File: src/rtl/seq_det_pkg.sv
`default_nettype none
// +----------------------------------------------------------------------+
// | seq_det_pkg                                                          |
// | Shared state encoding and pattern-length mask helper for seq_detector|
// | Revision: 1.0                                                        |
// +----------------------------------------------------------------------+
package seq_det_pkg;

    typedef enum logic [1:0] {
        IDLE   = 2'd0,
        FILL   = 2'd1,
        SEARCH = 2'd2
    } det_state_t;

    localparam int c_mask_w = 64;

    // Ones in the low 'len' bit positions; callers size-cast to their width.
    function automatic logic [c_mask_w-1:0] len_mask(input int unsigned len);
        logic [c_mask_w-1:0] mask;
        mask = '0;
        for (int i = 0; i < c_mask_w; i++) begin
            mask[i] = (i < len);
        end
        return mask;
    endfunction

endpackage : seq_det_pkg
`default_nettype wire

File: src/rtl/seq_detector_if.sv
`default_nettype none
// +----------------------------------------------------------------------+
// | seq_detector_if                                                      |
// | Serial stream, configuration and status bundle of seq_detector       |
// | Revision: 1.0                                                        |
// +----------------------------------------------------------------------+
interface seq_detector_if #(
    parameter int MAX_LEN = 8,
    parameter int CNT_W   = 8,
    parameter int LEN_W   = $clog2(MAX_LEN + 1)
);
    logic               en;
    logic               x;
    logic               x_valid;
    logic [MAX_LEN-1:0] pattern;
    logic [LEN_W-1:0]   pat_len;
    logic               overlap;
    logic               clear_cnt;
    logic               hit;
    logic [CNT_W-1:0]   hit_count;
    logic               cfg_err;
    logic               busy;

    modport master (
        output en, x, x_valid, pattern, pat_len, overlap, clear_cnt,
        input  hit, hit_count, cfg_err, busy
    );

    modport slave (
        input  en, x, x_valid, pattern, pat_len, overlap, clear_cnt,
        output hit, hit_count, cfg_err, busy
    );

endinterface : seq_detector_if
`default_nettype wire

File: src/rtl/sat_counter.sv
`default_nettype none
// +----------------------------------------------------------------------+
// | sat_counter                                                          |
// | Saturating up-counter with a synchronous clear that wins over inc    |
// | Revision: 1.0                                                        |
// +----------------------------------------------------------------------+
module sat_counter #(
    parameter int W = 8
) (
    input  wire logic         clk,
    input  wire logic         reset,
    input  wire logic         clr,
    input  wire logic         inc,
    output logic [W-1:0]      count
);
    logic [W-1:0] r_count;

    always_ff @(posedge clk) begin
        if (reset || clr) begin
            r_count <= '0;
        end else if (inc && (r_count != '1)) begin
            r_count <= r_count + W'(1);
        end
    end

    assign count = r_count;

endmodule : sat_counter
`default_nettype wire

File: src/rtl/seq_detector.sv
`default_nettype none
// +----------------------------------------------------------------------+
// | seq_detector                                                         |
// | Mealy serial-pattern detector, programmable length, overlap option   |
// | Revision: 1.0                                                        |
// +----------------------------------------------------------------------+
module seq_detector
    import seq_det_pkg::*;
#(
    parameter int MAX_LEN = 8,
    parameter int CNT_W   = 8
) (
    input  wire logic     clk,
    input  wire logic     reset,
    seq_detector_if.slave bus
);
    localparam int LEN_W = $clog2(MAX_LEN + 1);

    localparam logic [LEN_W-1:0] c_one     = LEN_W'(1);
    localparam logic [LEN_W-1:0] c_max_len = LEN_W'(MAX_LEN);

    det_state_t           r_state,   w_state_nxt;
    logic [MAX_LEN-1:0]   r_cfg_pat, w_cfg_pat_nxt;
    logic [LEN_W-1:0]     r_cfg_len, w_cfg_len_nxt;
    logic                 r_cfg_ovl, w_cfg_ovl_nxt;
    logic [MAX_LEN-2:0]   r_hist,    w_hist_nxt;
    logic [LEN_W-1:0]     r_fill,    w_fill_nxt;
    logic                 r_cfg_err, w_cfg_err_nxt;

    logic [MAX_LEN-1:0]   w_window;
    logic [MAX_LEN-1:0]   w_mask;
    logic                 w_match;
    logic                 w_hit;
    logic                 w_len_legal;
    logic [LEN_W-1:0]     w_fill_inc;
    logic [CNT_W-1:0]     w_hit_count;

    // Window is the stored history with the current bit appended as LSB.
    assign w_window    = {r_hist, bus.x};
    assign w_mask      = MAX_LEN'(len_mask(int'(r_cfg_len)));
    assign w_match     = ((w_window ^ r_cfg_pat) & w_mask) == '0;
    assign w_hit       = bus.en && bus.x_valid && (r_state == SEARCH) && w_match;
    assign w_len_legal = (bus.pat_len != '0) && (bus.pat_len <= c_max_len);
    assign w_fill_inc  = r_fill + c_one;

    always_ff @(posedge clk) begin
        if (reset) begin
            r_state   <= IDLE;
            r_cfg_pat <= '0;
            r_cfg_len <= '0;
            r_cfg_ovl <= 1'b0;
            r_hist    <= '0;
            r_fill    <= '0;
            r_cfg_err <= 1'b0;
        end else begin
            r_state   <= w_state_nxt;
            r_cfg_pat <= w_cfg_pat_nxt;
            r_cfg_len <= w_cfg_len_nxt;
            r_cfg_ovl <= w_cfg_ovl_nxt;
            r_hist    <= w_hist_nxt;
            r_fill    <= w_fill_nxt;
            r_cfg_err <= w_cfg_err_nxt;
        end
    end

    always_comb begin
        w_state_nxt   = r_state;
        w_cfg_pat_nxt = r_cfg_pat;
        w_cfg_len_nxt = r_cfg_len;
        w_cfg_ovl_nxt = r_cfg_ovl;
        w_hist_nxt    = r_hist;
        w_fill_nxt    = r_fill;
        w_cfg_err_nxt = r_cfg_err;

        if (!bus.en) begin
            w_state_nxt = IDLE;
            w_hist_nxt  = '0;
            w_fill_nxt  = '0;
        end else begin
            case (r_state)
                IDLE: begin
                    if (w_len_legal) begin
                        w_cfg_pat_nxt = bus.pattern;
                        w_cfg_len_nxt = bus.pat_len;
                        w_cfg_ovl_nxt = bus.overlap;
                        w_hist_nxt    = '0;
                        w_fill_nxt    = '0;
                        w_cfg_err_nxt = 1'b0;
                        w_state_nxt   = (bus.pat_len == c_one) ? SEARCH : FILL;
                    end else begin
                        w_cfg_err_nxt = 1'b1;
                    end
                end
                FILL: begin
                    if (bus.x_valid) begin
                        w_hist_nxt = w_window[MAX_LEN-2:0];
                        w_fill_nxt = w_fill_inc;
                        if (w_fill_inc == (r_cfg_len - c_one)) begin
                            w_state_nxt = SEARCH;
                        end
                    end
                end
                SEARCH: begin
                    if (bus.x_valid) begin
                        w_hist_nxt = w_window[MAX_LEN-2:0];
                        // Non-overlapping mode restarts collection after a hit;
                        // a 1-bit pattern has nothing to collect and stays here.
                        if (w_hit && !r_cfg_ovl && (r_cfg_len != c_one)) begin
                            w_hist_nxt  = '0;
                            w_fill_nxt  = '0;
                            w_state_nxt = FILL;
                        end
                    end
                end
                default: begin
                    w_state_nxt = IDLE;
                    w_hist_nxt  = '0;
                    w_fill_nxt  = '0;
                end
            endcase
        end
    end

    sat_counter #(
        .W (CNT_W)
    ) u_hit_counter (
        .clk   (clk),
        .reset (reset),
        .clr   (bus.clear_cnt),
        .inc   (w_hit),
        .count (w_hit_count)
    );

    assign bus.hit       = w_hit;
    assign bus.hit_count = w_hit_count;
    assign bus.cfg_err   = r_cfg_err;
    assign bus.busy      = (r_state != IDLE);

endmodule : seq_detector
`default_nettype wire

File: src/flat_wrapper.sv
// flat-port wrapper written by rule: the top's interface ports become plain ports
module seq_detector_flat import seq_det_pkg::*;
#(
    parameter int MAX_LEN = 8,
    parameter int CNT_W   = 8
)
  (clk, reset, bus_en, bus_x, bus_x_valid, bus_pattern, bus_pat_len, bus_overlap, bus_clear_cnt, bus_hit, bus_hit_count, bus_cfg_err, bus_busy);
  seq_detector_if #(.MAX_LEN(MAX_LEN), .CNT_W(CNT_W)) bus_i ();
  input  wire logic clk;
  input  wire logic reset;
  input wire logic [$bits(bus_i.en)-1:0] bus_en;
  input wire logic [$bits(bus_i.x)-1:0] bus_x;
  input wire logic [$bits(bus_i.x_valid)-1:0] bus_x_valid;
  input wire logic [$bits(bus_i.pattern)-1:0] bus_pattern;
  input wire logic [$bits(bus_i.pat_len)-1:0] bus_pat_len;
  input wire logic [$bits(bus_i.overlap)-1:0] bus_overlap;
  input wire logic [$bits(bus_i.clear_cnt)-1:0] bus_clear_cnt;
  output wire logic [$bits(bus_i.hit)-1:0] bus_hit;
  output wire logic [$bits(bus_i.hit_count)-1:0] bus_hit_count;
  output wire logic [$bits(bus_i.cfg_err)-1:0] bus_cfg_err;
  output wire logic [$bits(bus_i.busy)-1:0] bus_busy;
  assign bus_i.en = bus_en;
  assign bus_i.x = bus_x;
  assign bus_i.x_valid = bus_x_valid;
  assign bus_i.pattern = bus_pattern;
  assign bus_i.pat_len = bus_pat_len;
  assign bus_i.overlap = bus_overlap;
  assign bus_i.clear_cnt = bus_clear_cnt;
  assign bus_hit = bus_i.hit;
  assign bus_hit_count = bus_i.hit_count;
  assign bus_cfg_err = bus_i.cfg_err;
  assign bus_busy = bus_i.busy;
  seq_detector #(.MAX_LEN(MAX_LEN), .CNT_W(CNT_W)) u_core (.clk(clk), .reset(reset), .bus(bus_i));
endmodule
File: config.mk
export PLATFORM = sky130hd
export DESIGN_NAME = seq_detector_flat
export DESIGN_NICKNAME = d
export VERILOG_FILES = /design/src/rtl/seq_det_pkg.sv /design/src/rtl/seq_detector_if.sv /design/src/rtl/sat_counter.sv /design/src/rtl/seq_detector.sv /design/src/flat_wrapper.sv
export SDC_FILE = /design/constraint.sdc
export NUM_CORES = 1
export LEC_CHECK = 0
export CORE_MARGIN = 5
export CORE_UTILIZATION = 30
export DETAILED_ROUTE_END_ITERATION = 16
export PLACE_DENSITY_LB_ADDON = 0.15
export SYNTH_ARGS = -nofsm -noshare
export SYNTH_HDL_FRONTEND = slang
export SYNTH_SLANG_ARGS = --single-unit
export TNS_END_PERCENT = 50
File: constraint.sdc
create_clock -name clk -period 2.2 [get_ports clk]
set_input_delay 0.33 -clock clk [delete_from_list [all_inputs] [get_ports clk]]
set_output_delay 0.33 -clock clk [all_outputs]
set_load 0.02 [all_outputs]
# Yosys cells after proc, flatten, opt, wreduce, memory -nomap -nowiden
# Cells that the tools add are included.
dict set report totals {
  reg_bits 35
  out_inout_bits 11
  elab_cells 71
}
dict set report classes {
  addsub 3
  order_cmp 9
  eq_ne 11
  mux 18
  n_bitwise 3
  reduce_logical 19
}
# operator n
set op_table {}
lappend op_table {{7-bit 2-to-1 mux} 4}
lappend op_table {{7-bit one-hot mux with 3 select lines} 1}
lappend op_table {{3-bit by 4-bit < comparator with 1-bit output, first input constant} 4}
lappend op_table {{4-bit 2-to-1 mux} 4}
lappend op_table {{2-bit 2-to-1 mux} 6}
lappend op_table {{4-bit one-hot mux with 3 select lines} 1}
lappend op_table {{8-bit by 1-bit adder with 8-bit output, second input constant} 1}
lappend op_table {{8-bit AND} 1}
lappend op_table {{8-bit logical NOT} 1}
lappend op_table {{1-bit by 4-bit < comparator with 1-bit output, first input constant} 2}
lappend op_table {{2-bit by 4-bit < comparator with 1-bit output, first input constant} 2}
lappend op_table {{8-bit inequality test, second input constant} 1}
lappend op_table {{8-bit XOR} 1}
lappend op_table {{1-bit logical AND} 7}
lappend op_table {{2-bit inequality test, second input constant} 3}
lappend op_table {{2-bit one-hot mux with 3 select lines} 1}
lappend op_table {{3-bit AND reduction} 2}
lappend op_table {{5-bit AND reduction} 1}
lappend op_table {{4-bit by 1-bit adder with 4-bit output, second input constant} 1}
lappend op_table {{4-bit by 1-bit equality test with 1-bit output, second input constant} 1}
lappend op_table {{4-bit equality test} 1}
lappend op_table {{4-bit <= comparator, second input constant} 1}
lappend op_table {{2-bit by 1-bit inequality test with 1-bit output, second input constant} 2}
lappend op_table {{4-bit by 1-bit inequality test with 1-bit output, second input constant} 1}
lappend op_table {{other kinds (13)} 13}

# Depth between registers and ports, before layout
# Gate-level depths: netlist (run 1).
dict set report logic_depth {
  word_depth 9
  depth_mapped 9
  mapped_depth_nobuf 8
}

# Hierarchy
# A second synthesis (run 1) with hierarchy kept.
dict set report hier_totals {
  hier_cells 214
  area_unflattened_um2 1891.8
}
# mod instances cells_each area_each_um2 seq_area_each_um2
set modules_own_cells {}
lappend modules_own_cells {seq_detector 1 166 1470.2 540.5}
lappend modules_own_cells {sat_counter 1 48 421.7 160.2}

# Worst setup path before layout (run 1)
# OpenSTA, ideal clock, no wires.
dict set report synth_path {
  path_type {flip-flop to flip-flop}
  startpoint {register u_core.r_cfg_len[0]}
  endpoint {register u_core.r_fill[2]}
  setup_time_ns 0.070
  arrival_ns 2.145
  required_time_ns 2.130
  setup_slack_ns -0.015
  path_stages_with_launch 8
  cell_sequence {dfxtp_1 ha_1 nor3b_2 o21ai_0 a221o_1 o31a_1 or4_1 a21oi_1}
}
dict set report synth_via {
  elab_chain_cells 8
  word_cells_on_any_way 16
  classes_between {8 x order compare; 2 x eq/ne; 1 x bitwise; 5 x reduce/logical}
}
# element line_no
set synth_rtl {}
lappend synth_rtl {{start: declaration} seq_detector.sv:24} ;# logic [LEN_W-1:0] r_cfg_len, w_cfg_len_nxt;
lappend synth_rtl {{start signal: assignment} seq_detector.sv:58} ;# r_cfg_len <= w_cfg_len_nxt;
lappend synth_rtl {{1-bit by 4-bit < comparator with 1-bit output (tied with other cells)} seq_det_pkg.sv:22} ;# mask[i] = (i < len);
lappend synth_rtl {{8-bit AND} seq_detector.sv:41} ;# assign w_match = ((w_window ^ r_cfg_pat) & w_mask) == '0;
lappend synth_rtl {{8-bit logical NOT} seq_detector.sv:41}
lappend synth_rtl {{1-bit logical AND} seq_detector.sv:42} ;# assign w_hit = bus.en && bus.x_valid && (r_state == SEARCH) && w_match;
lappend synth_rtl {{1-bit logical AND} seq_detector.sv:108} ;# if (w_hit && !r_cfg_ovl && (r_cfg_len != c_one)) begin
lappend synth_rtl {{1-bit logical AND (*)} seq_detector.sv:108}
lappend synth_rtl {{2-bit inequality test (no source line) (*)} --}
lappend synth_rtl {{4-bit AND reduction (no source line) (*)} --}
lappend synth_rtl {{end signal: assignment} seq_detector.sv:61} ;# r_fill <= w_fill_nxt;
lappend synth_rtl {{end: declaration} seq_detector.sv:27} ;# logic [LEN_W-1:0] r_fill, w_fill_nxt;
# Mark *: on every way between the ends. The rest lies on a longest branch, timed or not.
# A chain may end at the register's enable or synchronous reset.

# Worst setup path after layout (run 1)
dict set report layout_path {
  startpoint {register u_core.r_cfg_len[1]}
  endpoint {register u_core.r_fill[3]}
}
# The elaborated chain is that of the path after synthesis.

==> results of run 1 <==
==> power by group <==
group | leakage [nW] | switching [mW] | internal [mW]
registers | 0.286 | 0.0226 | 0.657
logic | 0.676 | 0.233 | 0.214
clock network | 0.0412 | 0.249 | 0.222
==> final timing paths <==
path	startpoint	endpoint	slack (ns)	depth (start not counted)
max reg2reg	u_core.r_cfg_len[1]	u_core.r_fill[3]	-0.02	8
min reg2reg	u_core.r_hist[6]	u_core.r_hist[6]	0.48	2
max	u_core.r_cfg_len[1]	u_core.r_fill[3]	-0.02	8
min	u_core.r_hist[6]	u_core.r_hist[6]	0.48	2
==> stage by stage <==
| step | std cells | utilization [%] | hold WS, ns | total power [mW] |
|---|---|---|---|---|
| 2_1_floorplan | 218 | - | 0.399 | 0.909 |
| 3_3_place_gp | 353 | 40.7 | 0.470 | 1.11 |
| 3_5_place_dp | 353 | 40.7 | 0.480 | 1.10 |
| 4_1_cts | 362 | 42.7 | 0.492 | 1.58 |
| 5_1_grt | 361 | 44.6 | 0.506 | 1.68 |
| 6_report | 361 | 44.6 | 0.482 | 1.60 |
==> flip-flops by register name (all words and copies together), names as in the netlist <==
signal	flops
u_core.bus.cfg_err	1
u_core.r_cfg_len	4
u_core.r_cfg_ovl	1
u_core.r_cfg_pat	8
u_core.r_fill	4
u_core.r_hist	7
u_core.r_state	2
u_core.u_hit_counter.count	8
==> cell usage in the layout (no fill, tap or decap), drive strengths merged, types with 2 or more instances in the layout <==
cell	synthesis	final
buf	4	40
xor2	4	4
a21o	3	3
nor3	5	5
or2	2	2
o2111ai	8	8
nor3b	2	2
nand4	3	3
dfxtp	35	35
and3	4	4
a31o	2	2
o21ai	10	10
nor4b	2	2
a311oi	2	2
nand2	10	10
nand3	4	4
o31a	2	2
and2	3	3
xnor2	16	16
inv	12	12
clkbuf	6	6
a31oi	2	2
clkdlybuf4s50	0	27
nor2	24	24
a21oi	21	21
or4	2	2
ha	8	8
mux2i	12	12
==> layer usage <==
| layer | share of wire (%) | track usage (%) | wire (µm) | vias to the layer above |
|---|---|---|---|---|
| li1 | - | - | - | 913 |
| met1 | 48 | 17.4 | 2350 | 801 |
| met2 | 47 | 21.6 | 2300 | 29 |
| met3 | 3.6 | 3.04 | 176 | 4 |
| met4 | 1.0 | 4.33 | 51 | 0 |
| met5 | 0 | 0 | 0 | - |
==> cells by family (layout without fill, tap and decap cells) <==
group	Yosys count	in the layout	synth area share, %
flops	35	35	37.0
xor+xnor	20	20	9.26
fa+ha+maj	8	8	5.29
simple gates	64	64	17.6
mux	12	12	6.35
buf+inv	22	88	4.70
compound gates	57	57	19.8
==> what timing repair did <==
item | in CTS | in global routing
pin swaps | 7 | 15
buffers inserted | 1 | 1
resized for setup | 15 | 29
setup endpoints to repair | 10 | 18
gates cloned | 0 | 0
==> critical path, cell delays in order, from the launching register on <==
cell	delay, ns
dfxtp_4	0.37
inv_4	0.06
ha_4	0.12
nor3b_4	0.18
o21ai_1	0.09
a221o_1	0.35
o31a_1	0.35
or4_4	0.53
a21oi_2	0.11
==> cell type report <==
type / instances / area share, %
multi-input combinational: 161 / 44.9
sequential: 35 / 25.5
timing repair buffer: 68 / 21.4
tap: 77 / 3.46
clock buffer: 6 / 2.60
inverter: 12 / 1.71
clock inverter: 2 / 0.449
==> metrics, run 1 <==
P_leak=1.00 nW; Synth cell types=40; final critical-path required period=2.22 ns; most frequent cell after synthesis=dfxtp_1; I/O Buffers=29; unrepaired setup endpoints after global routing=true; failing checks=negative setup slack; relative slew slack=56.2%; largest net degree at the start of global routing=16; detailed-route via count=1,747; sequential share of the synthesized area=37.0%; fin nets=310; Netlist Area Pre-Place=1890 µm²; initial antenna violation count=0; status=finished with violations; VDD IR max=0.306 mV; Syn Nets=245; routed len/inst=13.5 µm; CTS Root Cell=clkbuf_8; core area=6240 µm²; row cnt=29; Max Slew Vio Count=0; first-pass GRT wire length=8.18 mm; die width=89.4 µm; DRT iter0 DRCs=41; sequential cell area=709 µm²; hpwl dp=3.71 mm; TritonCTS Buffers=5; top cells by area, synth=dfxtp_1 (37%), xnor2_1 (7.4%), mux2i_1 (6.3%), a21oi_1 (5.6%), ha_1 (5.3%); Setup violations, final=1; Synth Register Bits=35; drt drc=0; critical path endpoint category=flop; final WL=4.87 mm; routability cong.=0.753; pre-CTS setup slack=-0.301 ns; Die ar.=7990 µm²; share of the synthesized area in the top cell type=37.0%; commonest cells in the netlist=dfxtp_1 (35), nor2_1 (24), a21oi_1 (21); Sum Neg Setup Slack=-0.0243 ns; Routed Antenna Nets=0; post-synth top area cell=dfxtp_1; area of the multi-input gates=1250 µm²; Clock Tree Buf Depth=2; via/cell ratio=4.84; vias in the first global route=1,699; htree depth=2; Synth Instances=218; syn avg cell area=8.68 µm²; Layout Area Growth over Synthesis=47.3%; Placed Area=2540 µm²; MaxCap Viol Count=0; drt first pass iters=4; PD cells=573 nW/µm²; design area=2790 µm²; Starting Density=30.3%; number of synthesized flops with an enable pin=0; Fin. Hold Viols=0; CP Launch Type=flop; post-route setup slack=-0.0243 ns; Syn. warnings=0; clk slew on worst S/H paths=0.08 ns; layout cell share with drive strength beyond 1=27.8%; CTS tree=yes; worst path required time=2.42 ns; GRT overflow=0; CTS sink count=35; crit share post-route=101%; WS Path Type=flop to flop; # hold bufs at CTS=0; Clock Skew=0.00398 ns; GRT Total Usage=13.3%; worst-path fanout max=4; n_diodes=0; Critical Path AT=2.44 ns; die height=89.4 µm; fmax=450 MHz; ys async rst share=0%; Main synth FF type=dfxtp_1; Filler Cell Count=626; I/O pins=30; worst skew pair latency=0.28 ns; Worst Tran Pin Value=0.657 ns; hold crit path type=flop to flop
Power figures use the tool's default switching activity.
==> run 2, diff against run 1 <==
--- a/config.mk
+++ b/config.mk
@@ -5,7 +5,6 @@
 export SDC_FILE = /design/constraint.sdc
 export NUM_CORES = 1
 export LEC_CHECK = 0
-export CORE_MARGIN = 5
 export CORE_UTILIZATION = 30
 export DETAILED_ROUTE_END_ITERATION = 16
 export PLACE_DENSITY_LB_ADDON = 0.15
==> run 2 against run 1 <==
  * The run still ends with negative setup slack left
  * Total power grew 7.2%
  * Die area shrank 17%
  * Critical path depth is the same
  * Sequential share of layout area shrank 0.091 points
  * Count of clock-buffer cells in the layout shrank 1
  * Core utilization grew 2.0 points
  * Highest routed layer unchanged
  * Sequential cell count is the same
  * Register-to-register slack lost 0.08 ns
  * Worst setup slack lost 0.075 ns
==> metrics, run 2 (synthesis results as in run 1) <==
status=finished with violations; failing checks=negative setup slack; TritonCTS Buffers=5 (unchanged); P_leak=0.993 nW (-0.96%); die height=81.4 µm (-8.9%); I/O pins=30 (unchanged); clk slew on worst S/H paths=0.08 ns (about the same); first-pass GRT wire length=7.85 mm (-4.0%); largest net degree at the start of global routing=16 (unchanged); Routed Antenna Nets=0 (unchanged); Internal=1.21 mW (+10%); WS Path Type=flop to flop; Fin. Hold Viols=0 (unchanged); worst skew pair latency=0.28 ns (about the same); post-route setup slack=-0.0997 ns (-0.0754 ns); unrepaired setup endpoints after global routing=true; final critical-path required period=2.30 ns (+0.0754 ns); worst path required time=2.41 ns (about the same); n_diodes=0 (unchanged); drt first pass iters=4 (unchanged); layout cell share with drive strength beyond 1=27.2% (-0.58 points); fin nets=305 (-1.6%); most frequent cells in the layout=dfxtp_1 (32), buf_4 (30), clkdlybuf4s50_1 (28); hold crit path type=flop to flop; relative slew slack=59.7% (+3.5 points); sw frac=29.5% (-2.1 points); Critical Path AT=2.51 ns (+0.07 ns); CTS tree=yes; CTS Root Cell=clkbuf_8; DRT iter0 DRCs=70 (+71%); Setup violations, final=1 (unchanged); routed len/inst=14.3 µm (+5.6%); worst-path fanout max=4 (unchanged); vias in the first global route=1,627 (-4.2%); fin util=46.7% (+2.0 points); area of the multi-input gates=1260 µm² (+0.90%); PD cells=612 nW/µm² (+6.8%); hpwl dp=3.62 mm (-2.5%); Filler Cell Count=589 (-5.9%); Comb pwr share=26.2% (-1.8 points); core area=5990 µm² (-4.0%); critical path endpoint category=flop; Worst Tran Pin Value=0.604 ns (-0.0524 ns); CTS sink count=35 (unchanged); GRT Total Usage=16.0% (+2.7 points); most common cell after layout, fill and taps aside=dfxtp_1; CP Launch Type=flop; crit share post-route=105% (+3.4 points); fmax=435 MHz (-3.3%); Max Slew Vio Count=0 (unchanged); Tot Pwr=1.71 mW (+7.2%); clock power share=34.1% (+4.6 points); final WL=5.05 mm (+3.6%); die width=81.4 µm (-8.9%); sequential cell area=709 µm² (unchanged); via/cell ratio=5.05 (+4.3%); MaxCap Viol Count=0 (unchanged); htree depth=2 (unchanged); drt drc=0 (unchanged); NetSw=0.505 mW (about the same); I/O Buffers=29 (unchanged); row cnt=28 (-3.4%); Reg power frac=39.7% (-2.8 points); initial antenna violation count=0 (unchanged); Die ar.=6630 µm² (-17%); Clock Skew=0.00502 ns (+0.00104 ns); detailed-route via count=1,787 (+2.3%); routability cong.=0.709 (-5.9%); Layout Area Growth over Synthesis=47.8%; VDD IR max=0.432 mV (+41%); GRT overflow=0 (unchanged); Starting Density=31.6% (+1.3 points); Clock Tree Buf Depth=2 (unchanged)
==> run 2: metrics by stage <==
| stage | setup TNS [ns] | instance area [µm²] | std cells | setup WS, ns | hold WS (ns) |
|---|---|---|---|---|---|
| floorplan | 0 | 1890 | 218 | 0.0325 | 0.399 |
| global placement | -3.16 | 2460 | 341 | -0.325 | 0.463 |
| detailed placement | -3.45 | 2460 | 341 | -0.320 | 0.468 |
| CTS | -0.158 | 2640 | 351 | -0.0599 | 0.480 |
| global route | -0.716 | 2800 | 354 | -0.155 | 0.510 |
| finish | -0.0997 | 2800 | 354 | -0.0997 | 0.475 |
==> run 2: critical path, cell delays in order, from the launching register on <==
cell     delay [ns]
dfxtp_4        0.37
inv_4          0.06
ha_4           0.12
nor3b_4        0.21
o21ai_1        0.08
a221o_1        0.35
o31a_1         0.32
or4_4          0.54
a21oi_2        0.17
==> run 2: layout make-up <==
class	instances	share of cell area, %
multi-input cells	161	45.1
clock buffers	5	2.46
repair buffers	63	20.4
clock inverters	3	1.57
well taps	75	3.36
flip-flops and latches	35	25.4
inverters	12	1.70
==> run 2: power by group through the flow <==
stage                     Clock (mW)  Combinational [mW]  Sequential [mW]
after floorplan                    0               0.218            0.690
after global placement             0               0.388            0.692
after detailed placement           0               0.387            0.692
after CTS                      0.598               0.400            0.680
after global routing           0.623               0.487            0.683
final                          0.583               0.448            0.680
==> run 2: path summary, 6_finish.rpt <==
check                                    startpoint  cells past startpoint  slack [ns]                to
worst max-delay path            u_core.r_cfg_len[1]                      8        -0.1  u_core.r_fill[3]
worst min-delay path               u_core.r_hist[6]                      2        0.47  u_core.r_hist[6]
worst min register to register     u_core.r_hist[6]                      2        0.47  u_core.r_hist[6]
worst max register to register  u_core.r_cfg_len[1]                      8        -0.1  u_core.r_fill[3]
==> run 2: timing repair <==
item,CTS,global route
setup endpoints to repair,6,22
gates resized for setup,19,30
hold buffers,0,0
setup buffers,2,3
pin swaps,9,9
==> run 2: metal layers <==
layer | track usage, % | wire, µm
met4 | 4.29 | 42
met5 | 0 | 0
met3 | 3.44 | 247
met1 | 22.5 | 2510
met2 | 24.3 | 2240
==> run 3, diff against run 2 <==
--- a/config.mk
+++ b/config.mk
@@ -8,6 +8,7 @@
 export CORE_UTILIZATION = 30
 export DETAILED_ROUTE_END_ITERATION = 16
 export PLACE_DENSITY_LB_ADDON = 0.15
+export SKIP_LAST_GASP = 1
 export SYNTH_ARGS = -nofsm -noshare
 export SYNTH_HDL_FRONTEND = slang
 export SYNTH_SLANG_ARGS = --single-unit
==> run 3 against run 2 <==
  * Worst hold slack better by 0.00086 ns
  * Combinational power down 2%
  * Clock skew up 0.00071 ns
  * The run still ends with negative setup slack left
  * Critical path type unchanged
  * Critical endpoint unchanged
==> metrics, run 3 (synthesis results as in run 1) <==
status=finished with violations; failing checks=negative setup slack; most frequent cells in the layout=dfxtp_1 (32), buf_4 (30), clkdlybuf4s50_1 (28); WL met2=2.21 mm (-1.4%); Clock Tree Buf Depth=2 (unchanged); worst path required time=2.41 ns (about the same); Starting Density=31.6% (unchanged); TritonCTS Buffers=5 (unchanged); Comb pwr share=25.9% (-0.3 points); fin nets=305 (unchanged); WS Path Type=flop to flop; Filler Cell Count=595 (+1.0%); P_leak=0.992 nW (-0.14%); Placed Area=2460 µm² (unchanged); die width=81.4 µm (unchanged); Max Slew Vio Count=0 (unchanged); design area=2760 µm² (-1.4%); sw frac=29.5% (about the same); via/cell ratio=5.04 (-0.11%); CTS tree=yes; I/O pins=30 (unchanged); DRT iter0 DRCs=71 (+1.4%); relative slew slack=59.9% (+0.23 points); Reg power frac=39.9% (+0.2 points); drt first pass iters=4 (unchanged); largest net degree at the start of global routing=16 (unchanged); CTS Root Cell=clkbuf_8; non-filler cells, final=354 (unchanged); htree depth=2 (unchanged); n_diodes=0 (unchanged); Metal-1 WL=2.57 mm (+2.3%); highest routed layer=met4; CP Launch Type=flop; die height=81.4 µm (unchanged); Layout Area Growth over Synthesis=45.7%; hold_sp=u_core.r_hist[6]; NetSw=0.502 mW (-0.52%); CTS sink count=35 (unchanged); unrepaired setup endpoints after global routing=true; I/O Buffers=29 (unchanged); Critical Path AT=2.50 ns (about the same); clk slew on worst S/H paths=0.08 ns (about the same); hold crit path type=flop to flop; worst-path fanout max=4 (unchanged); Fin. Hold Viols=0 (unchanged); layout cell share with drive strength beyond 1=25.8% (-1.4 points); PD cells=618 nW/µm² (+0.95%); VDD IR max=0.431 mV (-0.22%); post-route setup slack=-0.0908 ns (+0.00886 ns); dpl cells=341 (unchanged); Internal=1.20 mW (-0.49%); worst skew pair latency=0.28 ns (about the same); Setup violations, final=3 (+2); crit path from=u_core.r_cfg_len[1]; drt drc=0 (unchanged); vias in the first global route=1,625 (-0.12%); Worst Tran Pin Value=0.601 ns (-0.00346 ns); Clock Skew=0.00572 ns (+0.000707 ns); Routed Antenna Nets=0 (unchanged); Die ar.=6630 µm² (unchanged); crit share post-route=104% (-0.40 points); worst r2r src=u_core.r_cfg_len[1]; row cnt=28 (unchanged); WL met3=180 µm (-27%); Sum Neg Setup Slack=-0.135 ns (-0.0352 ns); R2R depth=8 (unchanged); MaxCap Viol Count=0 (unchanged); first-pass GRT wire length=7.85 mm (unchanged); clock power share=34.2% (about the same); area of the multi-input gates=1230 µm² (-2.7%); GRT overflow=0 (unchanged); core area=5990 µm² (unchanged); fmax=437 MHz (+0.39%); sequential cell area=709 µm² (unchanged); WHS Path Cells=2 (unchanged); final WL=5.04 mm (about the same); initial antenna violation count=0 (unchanged); most common cell after layout, fill and taps aside=dfxtp_1; final critical-path required period=2.29 ns (-0.00886 ns); critical path endpoint category=flop; detailed-route via count=1,785 (-0.11%); GRT Total Usage=16.0% (unchanged); routed len/inst=14.2 µm (about the same); pre-CTS setup slack=-0.320 ns (unchanged); hpwl dp=3.62 mm (unchanged); routability cong.=0.709 (unchanged)
-- run 3: routing by layer --
layer / track usage (%) / vias up
met3: 3.44 / 6
met2: 24.3 / 28
met4: 4.29 / 0
li1: - / 903
met1: 22.5 / 848
met5: 0 / -
-- run 3: critical path, stage by stage (launching register included) --
cell and delay, ns:
dfxtp_4 0.37, inv_4 0.06, ha_4 0.12, nor3b_4 0.20, o21ai_1 0.08, a221o_1 0.35, o31a_1 0.32, or4_4 0.54
a21oi_2 0.17
-- run 3: layout make-up --
type | instances | share of cell area (%)
multi-input combinational | 161 | 44.6
sequential | 35 | 25.7
timing repair buffer | 63 | 20.5
tap | 75 | 3.40
clock buffer | 5 | 2.50
inverter | 12 | 1.72
clock inverter | 3 | 1.59
-- run 3: repair_timing --
item                                    4_1_cts  5_1_grt
endpoints found under the hold margin         0        0
cloned                                        0        0
gates resized for setup                      18       22
pin swaps                                     7       11
endpoints found under the setup margin        6       22
setup buffers                                 2        3
hold buffers                                  0        0
-- run 3: through the flow --
| step | total power [mW] | util (%) | hold slack, ns |
|---|---|---|---|
| after floorplan | 0.909 | - | 0.399 |
| after global placement | 1.08 | 41.1 | 0.463 |
| after detailed placement | 1.08 | 41.1 | 0.468 |
| after CTS | 1.68 | 44.0 | 0.480 |
| after global routing | 1.79 | 46.0 | 0.510 |
| final | 1.70 | 46.0 | 0.476 |
-- run 3: path summary, 6_finish.rpt --
kind | to | slack [ns]
setup / recovery | u_core.r_fill[3] | -0.09
hold / removal | u_core.r_hist[6] | 0.48
setup reg to reg | u_core.r_fill[3] | -0.09
hold reg to reg | u_core.r_hist[6] | 0.48
-- run 3: power by group through the flow --
stage               clock [mW]  sequential, mW  combinational [mW]
global placement             0           0.692               0.388
CTS                      0.598           0.680               0.398
floorplan                    0           0.690               0.218
global route             0.623           0.683               0.480
finish                   0.582           0.680               0.441
detailed placement           0           0.692               0.387
